**src/rtl/func_stream_seq.sv**
```systemverilog
// Run controller for a streaming kernel: gates the shell/kernel handshakes, admits exactly len
// input vectors per run, counts the outputs, marks the last one and watches for a stalled drain.
module func_stream_seq #(
    parameter int unsigned CNTW    = 32,
    parameter int unsigned TOUT_W  = 16,
    parameter int unsigned TIMEOUT = 65535
) (
    input  logic            aclk,
    input  logic            areset_n,
    input  logic            start,
    input  logic            abort,
    input  logic [CNTW-1:0] len,
    output logic            busy,
    output logic            done,
    output logic            error,
    output logic [CNTW-1:0] in_count,
    output logic [CNTW-1:0] out_count,
    input  logic            s_tvalid,
    output logic            s_tready,
    output logic            k_ivalid,
    input  logic            k_iready,
    input  logic            k_ovalid,
    output logic            k_oready,
    output logic            m_tvalid,
    input  logic            m_tready,
    output logic            m_tlast
);

    typedef enum logic [2:0] {StIdle, StRun, StDrain, StDone, StErr} state_e;

    localparam logic [TOUT_W-1:0] WdLast = TOUT_W'(TIMEOUT - 1);

    state_e            state_q, state_d;
    logic [CNTW-1:0]   len_q, len_d;
    logic [CNTW-1:0]   in_cnt_q, in_cnt_d;
    logic [CNTW-1:0]   out_cnt_q, out_cnt_d;
    logic [TOUT_W-1:0] wd_q, wd_d;
    logic              busy_q, busy_d;
    logic              done_q, done_d;
    logic              err_q, err_d;

    logic run_st, out_room, in_xfer, out_xfer, in_last, out_last, wd_expire;

    assign run_st   = (state_q == StRun);
    // Once the run's outputs are all delivered, surplus kernel outputs stay in the kernel.
    assign out_room = (out_cnt_q != len_q);

    assign s_tready = k_iready & run_st;
    assign k_ivalid = s_tvalid & run_st;
    assign m_tvalid = k_ovalid & busy_q & out_room;
    assign k_oready = m_tready & busy_q & out_room;
    assign m_tlast  = m_tvalid & (out_cnt_q == len_q - CNTW'(1));

    assign in_xfer   = s_tvalid & s_tready;
    assign out_xfer  = m_tvalid & m_tready;
    assign in_last   = in_xfer & ((in_cnt_q + CNTW'(1)) == len_q);
    assign out_last  = out_xfer & ((out_cnt_q + CNTW'(1)) == len_q);
    assign wd_expire = ~out_xfer & (wd_q == WdLast);

    assign busy      = busy_q;
    assign done      = done_q;
    assign error     = err_q;
    assign in_count  = in_cnt_q;
    assign out_count = out_cnt_q;

    always_comb begin
        state_d   = state_q;
        len_d     = len_q;
        in_cnt_d  = in_xfer ? in_cnt_q + CNTW'(1) : in_cnt_q;
        out_cnt_d = out_xfer ? out_cnt_q + CNTW'(1) : out_cnt_q;
        wd_d      = wd_q;
        busy_d    = busy_q;
        done_d    = 1'b0;
        err_d     = err_q;

        if (abort) begin
            state_d   = StIdle;
            in_cnt_d  = '0;
            out_cnt_d = '0;
            wd_d      = '0;
            busy_d    = 1'b0;
            err_d     = 1'b0;
        end else begin
            unique case (state_q)
                StIdle: begin
                    if (start) begin
                        len_d     = len;
                        in_cnt_d  = '0;
                        out_cnt_d = '0;
                        if (len == '0) begin
                            state_d = StDone;
                            done_d  = 1'b1;
                        end else begin
                            state_d = StRun;
                            busy_d  = 1'b1;
                        end
                    end
                end
                StRun: begin
                    if (in_last) begin
                        if (out_last) begin
                            state_d = StDone;
                            busy_d  = 1'b0;
                            done_d  = 1'b1;
                        end else begin
                            state_d = StDrain;
                            wd_d    = '0;
                        end
                    end
                end
                StDrain: begin
                    if (out_last) begin
                        state_d = StDone;
                        busy_d  = 1'b0;
                        done_d  = 1'b1;
                    end else if (out_xfer) begin
                        wd_d = '0;
                    end else if (wd_expire) begin
                        state_d = StErr;
                        busy_d  = 1'b0;
                        err_d   = 1'b1;
                    end else begin
                        wd_d = wd_q + TOUT_W'(1);
                    end
                end
                StDone: begin
                    state_d = StIdle;
                end
                StErr: begin
                    state_d = StErr;
                end
                default: begin
                    state_d = StIdle;
                    busy_d  = 1'b0;
                end
            endcase
        end
    end

    always_ff @(posedge aclk or negedge areset_n) begin
        if (!areset_n) begin
            state_q   <= StIdle;
            len_q     <= '0;
            in_cnt_q  <= '0;
            out_cnt_q <= '0;
            wd_q      <= '0;
            busy_q    <= 1'b0;
            done_q    <= 1'b0;
            err_q     <= 1'b0;
        end else begin
            state_q   <= state_d;
            len_q     <= len_d;
            in_cnt_q  <= in_cnt_d;
            out_cnt_q <= out_cnt_d;
            wd_q      <= wd_d;
            busy_q    <= busy_d;
            done_q    <= done_d;
            err_q     <= err_d;
        end
    end

endmodule

```
**config.mk**
```make
export PLATFORM = sky130hd
export DESIGN_NAME = func_stream_seq
export DESIGN_NICKNAME = d
export VERILOG_FILES = /design/src/rtl/func_stream_seq.sv
export SDC_FILE = /design/constraint.sdc
export NUM_CORES = 1
export LEC_CHECK = 0
export ABC_AREA = 1
export BUFFER_PORTS_ARGS = -buffer_cell sky130_fd_sc_hd__buf_2
export CORE_ASPECT_RATIO = 1.25
export CORE_MARGIN = 3
export CORE_UTILIZATION = 45
export CTS_CLUSTER_SIZE = 14
export DETAILED_ROUTE_END_ITERATION = 8
export PLACE_DENSITY = 0.75
export SYNTH_ARGS = -nofsm -noshare
export SYNTH_HDL_FRONTEND = slang
export SYNTH_SLANG_ARGS = --single-unit
export TNS_END_PERCENT = 20
```
**constraint.sdc**
```tcl
create_clock -name aclk -period 3.9 [get_ports aclk]
set_clock_uncertainty 0.1 [all_clocks]
set_input_delay 0.78 -clock aclk [delete_from_list [all_inputs] [get_ports aclk]]
set_output_delay 0.78 -clock aclk [all_outputs]
set_load 0.05 [all_outputs]
```
==> metrics.txt <==
outcome=complete, no violations; antenna cells=0; DRC marker count from the first detailed-route iteration=842; routability-driven placement congestion ratio=1.015; Max rail drop VDD=339.3 uV; Critical Path Max Stage Delay=0.40 ns; core area=21,700 um2; DRC=0; Top delay family on crit path=simple AND/OR/NAND/NOR gates; drt total wl=36,810 um; Worst Path Buf+Inv=4; DRT Pass-1 Iters=6; #FFs+latches synth=118; Min-Delay Path Class=input pin to asynchronous set/reset pin; die span in y=172.6 um; Final Hold Viols=0; largest net degree at the start of global routing=56; drt wl/cell=17.43 um; Via-to-Cell Ratio=5.446; final setup margin=0.1694 ns; busiest grt layer=met2; slowest stage cell, crit path=dfrtp_1; unrepaired setup endpoints after global routing=no; CTS Buf Count=17; CP required=3.02 ns; IO Port Bufs=111; register area share after synthesis=0.2956; Cell variety after synth=43; final cell count without fillers=2,112; nets=1,865; Placed Area=11,010 um2; Worst-path clk slew=0.06 ns; Achievable Freq=268.1 MHz; slew of the pin with the lowest slew margin=0.8312 ns; placed insts=2,073; LEAKAGE=5.819 nW; number of global-route vias before repair=11,070; period utilisation layout=0.9566; Crit Path Max Fanout=4; max cap viols=0; WS Path Type=flop to output port; post-route antenna net violation count=0; CP arrival=2.85 ns; Synthesis Warnings=0; CTS tree=yes; initial core utilization=0.4605; synthesized net count=1,728; Vias=11,500; Syn Inst Count=1,683; Setup Total Neg Slack=0 ns; Worst setup SP type=flop; # IOs=112; Die X=139.3 um; root buf cell=clkbuf_16; met2 usage=0.5244; Cell Area, Synth=9991 um2; layout cells sized above 1=0.1331; Avg Cell Area, Syn=5.936 um2; DP HPWL=29,130 um; H-tree depth=4; CTS max path bufs=2; Die ar.=24,040 um2; GRT Util Overall=0.3026; grt met3 use=0.04426; Crit. End Element=output port; remaining global-route overflow=0; PwrDens=532.3 nW/um2; row count=60; final instance area=11,760 um2; pre-CTS setup slack=0.1938 ns; Worst-Skew Late Latency=0.43 ns; Slew Limit Fails=0; initial antenna violation count=0; first-pass GRT wire length=57,960 um; Relative slew margins=0.4439; Final Setup Violations=0; worst-path cell chain=inv_2 > ha_4 > nand2_2 > nor2_4 > nand2_2 > inv_2 > nand3_2 > nor3_2 > buf_4 > nand3_1 > nor2_1 > o21ai_0 > nor2_1 > nand4_1 > nor2_2 > buf_6; Area Overhead vs Synth=17.68%; shortest period the worst path allows=3.731 ns; GRT met1 Usage=0.3659; CTS Sinks=118
## path summary, 6_finish.rpt
check                            start       endpoint  cells past startpoint  slack (ns)
max                           len_q[1]        m_tlast                     16        0.17
min                           areset_n    in_count[3]                      1        0.17
max reg2reg                in_count[0]        wd_q[2]                     18        0.48
min reg2reg                      error          error                      2        0.39
max in group asynchronous     areset_n  out_count[23]                      2        2.64
min in group aclk                error          error                      2        0.39
## stage by stage
stage               utilization  power (mW)  hold WS, ns
floorplan                     -       3.598       0.3633
global placement         0.5074       4.484       0.3698
detailed placement       0.5074       4.510       0.3651
CTS                      0.5366       6.161       0.1805
global route             0.5419       6.672       0.1952
finish                   0.5419       6.259       0.1732
## synth_stat cells
cell	count	share of area
a211oi_1	20	0.015
a21boi_0	1	0.00075
a21oi_1	89	0.045
a21oi_4	1	0.0016
a31oi_1	3	0.0019
and2_1	1	0.00063
and3_1	2	0.0013
and3b_1	1	0.00088
buf_1	3	0.0011
buf_2	1	0.00050
buf_4	1	0.00075
buf_6	1	0.0011
clkbuf_1	21	0.0079
clkinv_1	2	0.00075
dfrtp_1	118	0.30
ha_1	5	0.0063
inv_1	213	0.080
inv_2	1	0.00038
nand2_1	568	0.21
nand2_2	5	0.0031
nand2_4	3	0.0034
nand3_1	158	0.079
nand3_2	2	0.0020
nand3b_1	7	0.0053
nand4_1	24	0.015
nor2_1	247	0.093
nor2_2	11	0.0069
nor2_4	7	0.0079
nor2_8	1	0.0020
nor3_1	17	0.0085
nor3b_1	5	0.0038
nor4_1	9	0.0056
o211ai_1	3	0.0023
o21a_1	12	0.0090
o21ai_0	66	0.033
o21ai_1	6	0.0030
o21bai_1	2	0.0015
o31ai_1	2	0.0015
o41ai_1	1	0.00088
or2_2	6	0.0038
xnor2_1	10	0.0088
xnor3_1	2	0.0045
xor2_1	25	0.022
## power by group
group / internal, mW / total (mW) / switching (mW)
clock: 0.963 / 1.62 / 0.660
combinational: 0.866 / 2.86 / 1.99
sequential: 1.45 / 1.78 / 0.329
total: 3.28 / 6.26 / 2.98
## sequential cells by signal, indices dropped and copies added, names as in the netlist
name,cells
in_count,32
done,1
state_q,3
busy,1
len_q,32
wd_q,16
error,1
out_count,32
## cells in the final DEF (no fill, tap or decap), types with 6 or more instances in the layout
master	instances
nand3_2	6
nor2_2	14
xor2_1	25
xnor2_1	10
buf_2	109
inv_1	209
nand3b_1	7
a21oi_1	89
a211oi_1	20
nand4_1	24
nand2_2	11
nand3_1	154
clkbuf_16	17
or2_2	6
nor2_1	239
o21a_1	12
dfrtp_1	113
buf_4	34
nand2_1	562
o21ai_0	66
nor3_1	16
nor2_4	12
nor4_1	9
## worst reg2reg max path: cells and delay by family (launching register included)
kind,cells,cell delay (ns)
compound gates,1,0.31
fa+ha+maj,1,0.28
buf+inv,2,0.42
flops,1,0.49
simple gates,14,1.77
## cell families (layout without fill, tap and decap cells)
group / after synthesis / count (layout) / synth area share
buffers and inverters: 243 / 393 / 0.09255
DFF: 118 / 118 / 0.2956
adders and majority gates: 5 / 5 / 0.006262
xor gates and xnor gates: 37 / 37 / 0.03519
and+or+nand+nor: 1074 / 1074 / 0.4554
AOI/OAI and AO/OA: 206 / 206 / 0.1151
## per-layer routing
| layer | routed length [um] | vias to the layer above |
|---|---|---|
| li1 | - | 5657 |
| met1 | 14760 | 5336 |
| met2 | 18050 | 403 |
| met3 | 2144 | 105 |
| met4 | 1855 | 0 |
| met5 | 0 | - |
## final cells by class
class | instances | area (um2)
well taps | 279 | 349.1
clock inverters | 14 | 152.6
repair buffers | 145 | 832.0
flip-flops and latches | 118 | 2959
clock buffers | 18 | 439.2
multi-input cells | 1322 | 6215
inverters | 216 | 810.8
fillers | 2243 | 9938
## timing repair
item / CTS / global route
buffers inserted: 2 / 5
hold buffers: 0 / 0
endpoints found under the setup margin: 1 / 1
gates resized for setup: 10 / 25
pin swaps: 1 / 7
(Power assumes the default switching activity.)
